File: src/rtl/param_alu.sv
`default_nettype none
// ============================================================================
// param_alu : WIDTH-bit registered ALU (latency 1) with an optional iterative
//             unsigned divider, enabled by macro PARAM_ALU_DIV_EN.
// Rev 1.0
// ============================================================================
module param_alu #(
  parameter int WIDTH = 16
) (
  input  logic             CLK,
  input  logic             RST,
  input  logic [WIDTH-1:0] A,
  input  logic [WIDTH-1:0] B,
  input  logic [3:0]       ALU_FUN,
  input  logic             IN_VALID,
  output logic             IN_READY,
  output logic [WIDTH-1:0] ALU_OUT,
  output logic             OUT_VALID,
  output logic             Carry_Flag,
  output logic             Arith_Flag,
  output logic             Logic_Flag,
  output logic             CMP_Flag,
  output logic             Shift_Flag,
  output logic             DivZero_Flag
);

  localparam int SW = $clog2(WIDTH);

  localparam logic [3:0] OP_ADD  = 4'h0;
  localparam logic [3:0] OP_SUB  = 4'h1;
  localparam logic [3:0] OP_MUL  = 4'h2;
  localparam logic [3:0] OP_DIV  = 4'h3;
  localparam logic [3:0] OP_AND  = 4'h4;
  localparam logic [3:0] OP_OR   = 4'h5;
  localparam logic [3:0] OP_NAND = 4'h6;
  localparam logic [3:0] OP_NOR  = 4'h7;
  localparam logic [3:0] OP_XOR  = 4'h8;
  localparam logic [3:0] OP_XNOR = 4'h9;
  localparam logic [3:0] OP_EQ   = 4'hA;
  localparam logic [3:0] OP_GT   = 4'hB;
  localparam logic [3:0] OP_LT   = 4'hC;
  localparam logic [3:0] OP_SHR  = 4'hD;
  localparam logic [3:0] OP_SHL  = 4'hE;

  // Flag vector order: {divzero, shift, cmp, logic, arith, carry}
  logic [WIDTH-1:0]   alu_out_q, alu_out_d;
  logic               out_valid_q, out_valid_d;
  logic [5:0]         flags_q, flags_d;

  logic [WIDTH:0]     sum_c, diff_c;
  logic [2*WIDTH-1:0] prod_c;
  logic [WIDTH-1:0]   res_c;
  logic [5:0]         flg_c;
  logic               accept_c;

  assign sum_c    = {1'b0, A} + {1'b0, B};
  assign diff_c   = {1'b0, A} - {1'b0, B};
  assign prod_c   = {{WIDTH{1'b0}}, A} * {{WIDTH{1'b0}}, B};
  assign accept_c = IN_VALID & IN_READY;

  always_comb begin : comb_result
    res_c = '0;
    flg_c = '0;
    case (ALU_FUN)
      OP_ADD:  begin res_c = sum_c[WIDTH-1:0];  flg_c = {4'b0000, 1'b1, sum_c[WIDTH]}; end
      OP_SUB:  begin res_c = diff_c[WIDTH-1:0]; flg_c = {4'b0000, 1'b1, diff_c[WIDTH]}; end
      OP_MUL:  begin
        res_c = prod_c[WIDTH-1:0];
        flg_c = {4'b0000, 1'b1, |prod_c[2*WIDTH-1:WIDTH]};
      end
      OP_DIV:  begin
`ifdef PARAM_ALU_DIV_EN
        // Only the divide-by-zero case resolves here; B!=0 goes to the iterative path.
        if (B == '0) begin
          res_c = '1;
          flg_c = 6'b100010;
        end else begin
          flg_c = 6'b000010;
        end
`else
        flg_c = 6'b000010;
`endif
      end
      OP_AND:  begin res_c = A & B;    flg_c = 6'b000100; end
      OP_OR:   begin res_c = A | B;    flg_c = 6'b000100; end
      OP_NAND: begin res_c = ~(A & B); flg_c = 6'b000100; end
      OP_NOR:  begin res_c = ~(A | B); flg_c = 6'b000100; end
      OP_XOR:  begin res_c = A ^ B;    flg_c = 6'b000100; end
      OP_XNOR: begin res_c = ~(A ^ B); flg_c = 6'b000100; end
      OP_EQ:   begin res_c = (A == B) ? WIDTH'(1) : '0; flg_c = 6'b001000; end
      OP_GT:   begin res_c = (A > B)  ? WIDTH'(2) : '0; flg_c = 6'b001000; end
      OP_LT:   begin res_c = (A < B)  ? WIDTH'(3) : '0; flg_c = 6'b001000; end
      OP_SHR:  begin res_c = A >> B[SW-1:0]; flg_c = 6'b010000; end
      OP_SHL:  begin res_c = A << B[SW-1:0]; flg_c = 6'b010000; end
      default: begin res_c = '0; flg_c = '0; end
    endcase
  end

`ifdef PARAM_ALU_DIV_EN
  typedef enum logic [0:0] {IDLE = 1'b0, DIV = 1'b1} state_t;

  state_t           state_q, state_d;
  logic [WIDTH-1:0] rem_q, rem_d, quo_q, quo_d, dvs_q, dvs_d;
  logic [SW-1:0]    cnt_q, cnt_d;
  logic [WIDTH:0]   shifted_c, trial_c;
  logic [WIDTH-1:0] rem_nxt_c, quo_nxt_c;

  // Restoring step: the dividend sits in quo_q and shifts out MSB-first into the remainder.
  assign shifted_c = {rem_q, quo_q[WIDTH-1]};
  assign trial_c   = shifted_c - {1'b0, dvs_q};
  assign rem_nxt_c = trial_c[WIDTH] ? shifted_c[WIDTH-1:0] : trial_c[WIDTH-1:0];
  assign quo_nxt_c = {quo_q[WIDTH-2:0], ~trial_c[WIDTH]};
  assign IN_READY  = (state_q == IDLE);

  always_ff @(posedge CLK or negedge RST) begin
    if (!RST) begin
      state_q <= IDLE;
      rem_q   <= '0;
      quo_q   <= '0;
      dvs_q   <= '0;
      cnt_q   <= '0;
    end else begin
      state_q <= state_d;
      rem_q   <= rem_d;
      quo_q   <= quo_d;
      dvs_q   <= dvs_d;
      cnt_q   <= cnt_d;
    end
  end
`else
  assign IN_READY = 1'b1;
`endif

  always_comb begin : comb_next
    alu_out_d   = alu_out_q;
    flags_d     = flags_q;
    out_valid_d = 1'b0;
`ifdef PARAM_ALU_DIV_EN
    state_d = state_q;
    rem_d   = rem_q;
    quo_d   = quo_q;
    dvs_d   = dvs_q;
    cnt_d   = cnt_q;
    if (state_q == DIV) begin
      rem_d = rem_nxt_c;
      quo_d = quo_nxt_c;
      cnt_d = cnt_q + 1'b1;
      if (cnt_q == SW'(WIDTH - 1)) begin
        state_d     = IDLE;
        alu_out_d   = quo_nxt_c;
        flags_d     = 6'b000010;
        out_valid_d = 1'b1;
      end
    end else if (accept_c && (ALU_FUN == OP_DIV) && (B != '0)) begin
      state_d = DIV;
      rem_d   = '0;
      quo_d   = A;
      dvs_d   = B;
      cnt_d   = '0;
    end else
`endif
    if (accept_c) begin
      alu_out_d   = res_c;
      flags_d     = flg_c;
      out_valid_d = 1'b1;
    end
  end

  always_ff @(posedge CLK or negedge RST) begin
    if (!RST) begin
      alu_out_q   <= '0;
      flags_q     <= '0;
      out_valid_q <= 1'b0;
    end else begin
      alu_out_q   <= alu_out_d;
      flags_q     <= flags_d;
      out_valid_q <= out_valid_d;
    end
  end

  assign ALU_OUT      = alu_out_q;
  assign OUT_VALID    = out_valid_q;
  assign Carry_Flag   = flags_q[0];
  assign Arith_Flag   = flags_q[1];
  assign Logic_Flag   = flags_q[2];
  assign CMP_Flag     = flags_q[3];
  assign Shift_Flag   = flags_q[4];
  assign DivZero_Flag = flags_q[5];

endmodule
`default_nettype wire

File: config.mk
export PLATFORM = sky130hd
export DESIGN_NAME = param_alu
export DESIGN_NICKNAME = d
export VERILOG_FILES = /design/src/rtl/param_alu.sv
export SDC_FILE = /design/constraint.sdc
export NUM_CORES = 1
export LEC_CHECK = 0
export BUFFER_PORTS_ARGS = -buffer_cell sky130_fd_sc_hd__buf_2
export CAP_MARGIN = 20
export CELL_PAD_IN_SITES_DETAIL_PLACEMENT = 2
export CELL_PAD_IN_SITES_GLOBAL_PLACEMENT = 2
export CORE_UTILIZATION = 35
export DETAILED_ROUTE_END_ITERATION = 10
export GPL_ROUTABILITY_DRIVEN = 0
export MAX_ROUTING_LAYER = met4
export PLACE_DENSITY = 0.79
export SYNTH_ARGS = -nofsm -noshare
export SYNTH_HDL_FRONTEND = slang
export SYNTH_SLANG_ARGS = --single-unit
File: constraint.sdc
create_clock -name CLK -period 1 [get_ports CLK]
set_input_delay 0.1 -clock CLK [delete_from_list [all_inputs] [get_ports CLK]]
set_output_delay 0.1 -clock CLK [all_outputs]
set_load 0.005 [all_outputs]
==> results of run 1 <==
-- Yosys cell counts (21+ instances only) --
cell type	number
nand2_1	202
xnor2_1	28
nor2_1	204
clkbuf_1	88
inv_1	282
fa_1	196
dfrtp_1	22
o22ai_1	24
nor3_1	32
o21ai_0	64
xor2_1	22
a21oi_1	92
ha_1	153
a211oi_1	21
-- repair_timing --
action                                  CTS
endpoints found under the setup margin   20
hold buffers                              1
gates cloned                              1
setup buffers                            30
endpoints found under the hold margin    22
gates resized for setup                 338
pin swaps                                98
-- logic make-up after synthesis --
group	count (synthesis)	synth area share, %
DFF	22	4.12
adders and majority gates	349	43.7
xor gates and xnor gates	50	3.28
other	2	0.0562
and+or+nand+nor	540	17.5
muxes	25	2.05
buffers and inverters	405	11.6
AOI/OAI and AO/OA	354	17.8
-- layer usage --
| metal | GRT overflow | GRT usage, % |
|---|---|---|
| met1 | 0 | 59.1 |
| met2 | 8 | 88.0 |
| met3 | 0 | 37.6 |
| met4 | 8 | 69.1 |
| met5 | - | - |
-- metrics by stage --
| stage | hold WS, ns | area [um^2] |
|---|---|---|
| after floorplan | -0.196 | 13700 |
| after global placement | 0.106 | 17500 |
| after detailed placement | 0.125 | 17500 |
| after CTS | 0.296 | 19300 |
==> results.cfg, run 1 <==
[floorplan]
rows = 71
initial_core_util_pct = 35.5
die_h_um = 197
die_w_um = 197
pin_count = 63

[synthesis]
seq_area_frac_synth_pct = 4.12
ys_types = 76
postSynthCellCount = 1747
synth-edff-count = 0
synth_ff_type = dfrtp_1
synthArstFlopShare_pct = 100
syn_area_um2 = 13400
synth_area_leader_cell = fa_1
ys_ff_latch = 22
synth_top_area_share_pct = 29.3
synth.avg_cell_area_um2 = 7.65
synth_nets = 2135
synth_warnings = 0
synth.area.top_cells = fa_1 (29%), ha_1 (14%), inv_1 (7.9%)

[cts]
cts_buffer_depth = 2
ctsHtreeMaxLevel = 1
numCtsBuffers = 3
cts_sinks = 22
cts-root-buf = clkbuf_16

[run_status]
tool.error = [ERROR GRT-0116] Global routing finished with congestion. Check the congestion regions in the DRC Viewer.
stop_stage = 5_1_grt
status = stopped before the end

[placed_design]
portBuffers = 60
place_ws_ns = -6.00
post-dp-hpwl_mm = 72.9
place_inst = 2646

[global_route]
grt_pass1_wl_mm = 169
grt_max_degree = 39
grt_usage_pct = 64.1
grt_pass1_vias = 22042
overflow = 16
==> run 2: changes to the inputs <==
- CELL_PAD_IN_SITES_DETAIL_PLACEMENT: 2 -> default
- CELL_PAD_IN_SITES_GLOBAL_PLACEMENT: 2 -> default
- MAX_ROUTING_LAYER: met4 -> default
- PLACE_DENSITY: 0.79 -> default
- PLACE_DENSITY_LB_ADDON: default -> 0.15
- clock period: 1 -> 1.3 ns (I/O delays scaled with it)
==> run 2 against run 1 <==
  * The flow now finishes, with violations (setup timing)
  * Synthesized cell count is the same
  * Area after synthesis is the same
==> results.cfg, run 2 <==
[run_status]
status = complete, but fails checks
violations = setup timing

[critical_path]
rr_startpoint = flags_q[0]
start_kind = primary input
ff2ff_path_depth = 7
cp_slowest_stage_delay_ns = 0.55
end_kind = flop
crit_slowest_cell = fa_1
path_class = in -> reg
cp_max_fo = 6
worstPathRequired_ns = 1.46
crit_top_cell = fa_1
r2r-end = flags_q[0]
ff2ff_setup_slack_ns = -0.34
arrival_ns = 5.86

[pwr]
power.internal_mw = 28.3
ir_worst_vdd_mv = 5.02
p_switching_mw = 29.7
power_density_nw_per_um2 = 3020
p_comb_share_pct = 97.0
seqPwrFrac_pct = 1.5
p_sw_share_pct = 51.2
clkPwrFrac_pct = 1.6
p_leak_nw = 9.16
fin_total_pwr_mw = 58.0

[synthesis]
synth-compound-area-share_pct = 17.8
synth.avg_cell_area_um2 = 7.65
postSynthCellCount = 1747
synth_simple_gate_area_share_pct = 17.5
yosysMostFrequentCell = inv_1
synthArstFlopShare_pct = 100
ys_ff_latch = 22
syn_area_um2 = 13400
synth_warnings = 0
synth_top_family_by_area = adder cells
synth_nets = 2135
synth.area.top_cells = fa_1 (29%), ha_1 (14%), inv_1 (7.9%)
synthAdderAreaFrac_pct = 43.7
muxShareOfSynthArea_pct = 2.05
synth_top_area_share_pct = 29.3
synth_ff_type = dfrtp_1
seq_area_frac_synth_pct = 4.12
synth_area_leader_cell = fa_1
ys_top_cells_by_count = inv_1 (282), nor2_1 (204), nand2_1 (202), fa_1 (196), ha_1 (153)
ys_types = 76
synth-edff-count = 0
synth_xor_area_share_pct = 3.28

[global_route]
overflow = 0
antenna_found_initial = 0
grt_usage_pct = 28.1
grt_pass1_vias = 14544
grt_pass1_wl_mm = 84.0
grt_max_degree = 23

[sta]
min_period_ns = 5.70
fin_setup_tns_ns = -51.86
tightest_slew_ns = 0.588
slew_headroom_pct = 60.5
rsz0062_at_grt = yes
slew_viol_final = 0
setup_viol = 17
fin_hold_ws_ns = 0.259
period_share_pct = 439
finalHoldViolCount = 0
fmax_mhz = 175
setup_slack_ns = -4.40
fin_skew_ns = 0

[worst_hold_path]
hp-start = IN_VALID
hp-class = in -> reg
holdPathStages = 4
hold_end = ALU_OUT[15]

[cts]
ctsHtreeMaxLevel = 1
cts-root-buf = clkbuf_16
cts_sinks = 22
numCtsBuffers = 3
clk-insertion-delay-late_ns = 0.26
cts_tree = built
clk_pin_slew_ns = 0.07
cts_buffer_depth = 2

[routing]
wl_met1_mm = 23.5
wl_per_cell_um = 20.1
top_layer = met4
drtIter0Drc = 1131
routed_wl_mm = 53.8
wl_met2_mm = 25.5
drt_first_pass_iters = 6
route.vias.total = 14139
drc = 0
ant_nets = 0
wl_met3_mm = 3.38
via_per_inst = 5.29

[floorplan]
initial_core_util_pct = 35.5
die_h_um = 197
die_w_um = 197
dieArea_um2 = 39000
rows = 71
pin_count = 63
core-area_um2 = 37700

[placed_design]
portBuffers = 60
post-dp-hpwl_mm = 45.5
place_inst = 2641

[flow_run]
cap_violations = 0

[cells_and_area]
layout_common_cells = buf_4 (411), inv_1 (248), nand2_1 (200)
largest_register_ffs = 16
syn2layout_area_growth_pct = 43.6
diodes = 0
final_common_cell = buf_4
stdcell_count = 2673
layout-drive-gt1-share_pct = 34.3
fin_nets = 2551
run 2: metrics by stage:
stage	cell area (um^2)	setup slack (ns)	utilization, %
floorplan	13700	-4.50	-
global placement	17400	-5.10	46.3
CTS	18800	-4.55	49.9
global route	19200	-4.57	51.0
finish	19200	-4.40	51.0
detailed placement	17400	-5.12	46.3
run 2: critical path, delay by kind of cell:
| kind | cells | cell delay [ns] |
|---|---|---|
| AOI/OAI and AO/OA | 4 | 0.72 |
| xor gates and xnor gates | 1 | 0.12 |
| adders and majority gates | 7 | 3.16 |
| buffers and inverters | 8 | 0.67 |
| and+or+nand+nor | 5 | 1.06 |
run 2: kinds of logic after synthesis:
group           Yosys count
other cells               2
fa+ha+maj               349
buf+inv                 405
simple gates            540
xor+xnor                 50
flops                    22
compound gates          354
mux                      25
run 2: worst max-delay path by stage:
stage / slack (ns) / to / startpoint
CTS: -4.55 / flags_q[0] / B[5]
global route: -4.57 / flags_q[0] / B[10]
floorplan: -4.50 / flags_q[0] / B[1]
finish: -4.40 / flags_q[0] / B[5]
global placement: -5.10 / flags_q[0] / B[4]
detailed placement: -5.12 / flags_q[0] / B[4]
run 2: metal layers:
metal | up-vias | track usage (%)
li1 | 6561 | -
met1 | 6957 | 38.7
met2 | 536 | 46.7
met3 | 85 | 3.47
met4 | 0 | 6.37
met5 | - | 0
run 2: power by group through the flow:
stage | Combinational, mW | Sequential [mW] | Clock (mW)
CTS | 53.8 | 0.857 | 0.920
floorplan | 30.6 | 0.890 | 0
global route | 61.1 | 0.873 | 0.954
finish | 56.2 | 0.858 | 0.905
detailed placement | 49.2 | 0.857 | 0
global placement | 48.9 | 0.855 | 0
run 2: timing repair:
action / CTS / global route
hold buffers: 1 / 0
endpoints found under the setup margin: 17 / 17
setup buffers: 27 / 8
hold endpoints to repair: 22 / 0
resized for setup: 224 / 89
gates cloned: 5 / 0
pin swaps: 93 / 61
run 2: final cells by class:
class / count / area [um^2]
flip-flops and latches: 22 / 551
inverters: 294 / 1150
repair buffers: 522 / 4350
well taps: 511 / 639
clock inverters: 1 / 30.0
multi-input cells: 1320 / 12400
fillers: 3705 / 18500
clock buffers: 3 / 75.1
(Power assumes the default switching activity.)
==> run 3: changes to the inputs <==
- GPL_TIMING_DRIVEN: default -> 0
- clock period: 1.3 -> 7 ns (I/O delays scaled with it)
==> run 3 against run 2 <==
  * The run now ends clean
  * Final cell count down 14%
  * Sequential share of layout area up 0.86 points
  * Critical path depth down 2
  * Critical endpoint unchanged
  * Largest power group unchanged
==> results.cfg, run 3 (synthesis results as in run 2) <==
[pwr]
seqPwrFrac_pct = 2.0
fin_total_pwr_mw = 8.10
ir_worst_vdd_mv = 1.15
power.internal_mw = 3.35
p_switching_mw = 4.75
power_density_nw_per_um2 = 548
clkPwrFrac_pct = 2.0
p_sw_share_pct = 58.6
p_leak_nw = 6.95
p_comb_share_pct = 96.0

[global_route]
grt_pass1_vias = 13145
grt_max_degree = 23
antenna_found_initial = 0
overflow = 0
grt_pass1_wl_mm = 77.9
grt_usage_pct = 26.4

[routing]
drtIter0Drc = 1166
drc = 0
drt_first_pass_iters = 5
route.vias.total = 12957
via_per_inst = 5.60
ant_nets = 0
wl_per_cell_um = 21.9
routed_wl_mm = 50.7

[sta]
period_share_pct = 97.7
setup_viol = 0
fin_skew_ns = 0
tightest_slew_ns = 0.964
slew_viol_final = 0
min_period_ns = 6.84
fin_setup_tns_ns = 0
finalHoldViolCount = 0
fmax_mhz = 146
slew_headroom_pct = 35.1

[cells_and_area]
largest_register_ffs = 16
fill_cells = 4043
register_area_um2 = 551
final_common_cell = inv_1
fin_nets = 2190
syn2layout_area_growth_pct = 10.5
multi_input_area_um2 = 11400
fin_util_pct = 39.2
layout-drive-gt1-share_pct = 9.94
stdcell_count = 2312
diodes = 0
layout_common_cells = inv_1 (273), nor2_1 (203), nand2_1 (202)

[critical_path]
crit_chain = buf_2, clkinv_2, nor2_1, fa_1, inv_1, fa_1, inv_1, fa_1, fa_1, fa_1, inv_1, fa_1, inv_1, ha_4, and4_4, o2111a_1, nor2_4, a21o_1, a41o_1, xnor2_1, or4_4, nor2_4, a21oi_1
crit_top_cell = fa_1
cp_max_fo = 10
crit_slowest_cell = or4_4
end_kind = flop
path_class = in -> reg
cp_slowest_stage_delay_ns = 0.55
start_kind = primary input
arrival_ns = 6.97
worstPathRequired_ns = 7.14

[floorplan]
core-area_um2 = 37700
initial_core_util_pct = 35.5
dieArea_um2 = 39000
die_w_um = 197
die_h_um = 197
pin_count = 63
rows = 71

[cts]
cts_tree = built
cts_sinks = 22
ctsHtreeMaxLevel = 1
cts_buffer_depth = 2
clk_pin_slew_ns = 0.06
cts-root-buf = clkbuf_16
clk-insertion-delay-late_ns = 0.26
numCtsBuffers = 3

[flow_run]
cap_violations = 0

[run_status]
status = finished clean

[placed_design]
place_inst = 2316
portBuffers = 58
post-dp-hpwl_mm = 41.5

[worst_hold_path]
hp-class = in -> async
run 3: cell types whose count changed in the layout (fill, tap and decap cells not counted), sizes merged:
cell         delta
clkbuf         +58
buf           -414
clkinvlp        +3
dlygate4sd3     -1
clkinv          +2
inv             -5
bufbuf          -4
run 3: stage by stage:
step	hold slack [ns]	area, um^2	setup WS [ns]
floorplan	0.404	13400	0.0146
global placement	0.492	14300	-1.67
detailed placement	0.496	14300	-1.67
CTS	0.416	14600	0.00533
global route	0.434	14800	-0.00838
finish	0.394	14800	0.164
run 3: layout make-up:
| class | instances | share of cell area (%) |
|---|---|---|
| multi-input cells | 1320 | 77.2 |
| repair buffers | 77 | 3.06 |
| inverters | 294 | 7.88 |
| clock buffers | 3 | 0.508 |
| plain buffers | 84 | 3.13 |
| clock inverters | 1 | 0.203 |
| well taps | 511 | 4.33 |
| flip-flops and latches | 22 | 3.73 |
run 3: worst max-delay path: cells and delay by family:
kind                       cells  cell delay [ns]
and+or+nand+nor                5             1.28
buffers and inverters          6             0.89
AOI/OAI and AO/OA              4             0.83
xor gates and xnor gates       1             0.14
adders and majority gates      7             3.11
run 3: routing by layer:
| metal | routed length [um] | part of all wire, % | up-vias | GRT usage, % |
|---|---|---|---|---|
| li1 | - | - | 5837 | - |
| met3 | 3970 | 7.8 | 143 | 4.22 |
| met4 | 2600 | 5.1 | 0 | 10.9 |
| met1 | 21000 | 42 | 6344 | 35.0 |
| met5 | 0 | 0 | - | 0 |
| met2 | 23100 | 46 | 633 | 42.7 |
run 3: timing repair:
item	in CTS	in global routing
pin swaps	4	8
hold endpoints to repair	0	0
gates resized for setup	66	66
endpoints found under the setup margin	7	2
hold buffers	0	0
buffers inserted	11	8
run 3: final timing paths:
check	from	end	slack, ns	cells past startpoint
min reg2reg	flags_q[1]	flags_q[1]	0.51	1
max	B[11]	flags_q[0]	0.16	23
max reg2reg	ALU_OUT[15]	ALU_OUT[15]	5.43	6
min in group CLK	flags_q[1]	flags_q[1]	0.51	1
max in group asynchronous	RST	ALU_OUT[13]	6.26	1
min	RST	ALU_OUT[2]	0.39	1
run 3: power groups by stage:
stage / Combinational (mW) / Clock, mW / Sequential [mW]
2_1_floorplan: 5.23 / 0 / 0.165
3_3_place_gp: 7.11 / 0 / 0.163
3_5_place_dp: 7.15 / 0 / 0.164
4_1_cts: 7.30 / 0.164 / 0.162
5_1_grt: 8.62 / 0.170 / 0.164
6_report: 7.77 / 0.162 / 0.161
==> run 4: changes to the inputs <==
- CORE_ASPECT_RATIO: default -> 1.1
- CTS_BUF_LIST: default -> sky130_fd_sc_hd__clkbuf_8
==> run 4 against run 3 <==
  * Register-to-register slack improved by 0.04 ns
  * Cell area decreased by 0.50%
  * Largest power group unchanged
  * Critical path type unchanged
  * Worst hold slack got worse by 0.0095 ns
  * First-iteration DRC count decreased by 17%
==> results.cfg, run 4 (synthesis results as in run 2) <==
[cells_and_area]
largest_register_ffs = 16
final_area_um2 = 14700
final_common_cell = inv_1
layout_common_cells = inv_1 (276), nand2_1 (202), nor2_1 (202)
stdcell_count = 2300
diodes = 0
layout-drive-gt1-share_pct = 9.63
fin_nets = 2195
syn2layout_area_growth_pct = 9.98
fin_util_pct = 39.3

[sta]
slew_viol_final = 0
finalHoldViolCount = 0
fmax_mhz = 147
fin_skew_ns = 0
tightest_slew_ns = 1.05
min_period_ns = 6.82
period_share_pct = 97.4
slew_headroom_pct = 28.3
setup_viol = 0

[critical_path]
path_class = in -> reg
cp_max_fo = 7
crit_top_cell = fa_1
crit_chain = buf_2, inv_1, nor2_1, fa_1, inv_1, fa_1, inv_1, fa_1, fa_1, fa_1, inv_1, fa_1, inv_1, ha_4, and4_1, o2111a_1, nor2_4, a21o_1, a41o_1, xnor2_1, or4_4, nor2_4, a21oi_1
arrival_ns = 6.96
worstPathRequired_ns = 7.15
start_kind = primary input
end_kind = flop
worst-path-buf-inv = 6
crit_slowest_cell = or4_4
cp_slowest_stage_delay_ns = 0.56
cp_top_family = adder cells

[global_route]
gr-usage-met2_pct = 44.6
grt_usage_pct = 26.1
grt_pass1_vias = 13036
met1_usage_pct = 33.4
top_usage_layer = met2
grt_max_degree = 23
grt_use_met3_pct = 3.23
overflow = 0
antenna_found_initial = 0
grt_pass1_wl_mm = 77.7

[floorplan]
dieArea_um2 = 39000
rows = 74
initial_core_util_pct = 35.7
die_w_um = 188
pin_count = 63
die_h_um = 207
core-area_um2 = 37400

[worst_hold_path]
hp-class = in -> async

[cts]
numCtsBuffers = 3
clk-insertion-delay-late_ns = 0.26
cts_hold_buf = 0
clk_pin_slew_ns = 0.08
cts_sinks = 22
ctsHtreeMaxLevel = 1
cts_buffer_depth = 2
cts_tree = built
cts-root-buf = clkbuf_8

[routing]
drtIter0Drc = 973
drc = 0
ant_nets = 0
via_per_inst = 5.61
route.vias.total = 12898
wl_per_cell_um = 21.9
drt_first_pass_iters = 7
routed_wl_mm = 50.3

[run_status]
status = finished clean

[pwr]
power_density_nw_per_um2 = 539
ir_worst_vdd_mv = 0.984
p_leak_nw = 6.96

[flow_run]
cap_violations = 0

[placed_design]
placed_cell_area_um2 = 14300
post-dp-hpwl_mm = 41.1
place_inst = 2299
portBuffers = 58
## run 4: layout make-up
type | count | area (um^2)
plain buffers | 89 | 487
clock buffers | 4 | 55.1
fillers | 4012 | 22700
inverters | 294 | 1150
multi-input cells | 1320 | 11400
flip-flops and latches | 22 | 551
well taps | 494 | 618
repair buffers | 77 | 452
## run 4: final timing paths
| kind | startpoint | end | slack (ns) | cells after the start |
|---|---|---|---|---|
| min | RST | ALU_OUT[2] | 0.38 | 1 |
| min reg2reg | flags_q[4] | flags_q[4] | 0.51 | 1 |
| max reg2reg | ALU_OUT[15] | ALU_OUT[15] | 5.47 | 6 |
| max in group asynchronous | RST | ALU_OUT[12] | 6.28 | 1 |
| min in group CLK | flags_q[4] | flags_q[4] | 0.51 | 1 |
| max | A[4] | flags_q[0] | 0.18 | 23 |
## run 4: what timing repair did
action	in CTS	in global routing
buffers inserted	11	9
endpoints found under the setup margin	7	3
gates resized for setup	70	42
pin swaps	6	12
## run 4: report_power, final
group	internal, mW	switching [mW]
combinational	3.03	4.65
sequential	0.149	0.0113
clock	0.0502	0.0431
## run 4: metal layers
layer / wire length, um / share of wire [%]
met5: 0 / 0
met4: 2350 / 4.7
met3: 3410 / 6.8
met2: 23900 / 48
met1: 20600 / 41
## run 4: through the flow
stage / power (mW) / TNS (ns) / setup slack, ns / hold WS, ns
CTS: 7.53 / 0 / 0.0107 / 0.399
detailed placement: 7.31 / -6.95 / -1.60 / 0.498
global placement: 7.25 / -7.35 / -1.67 / 0.488
global route: 8.82 / -0.00847 / -0.00847 / 0.428
floorplan: 5.40 / 0 / 0.0146 / 0.404
finish: 7.93 / 0 / 0.183 / 0.384
## run 4: worst reg2reg max path, stage by stage, from the launching register on
cell and delay [ns]:
dfrtp_1 0.39, nand2b_1 0.10, o21ai_0 0.09, a21oi_1 0.23, o221ai_1 0.16, a21oi_1 0.27
a32oi_1 0.14
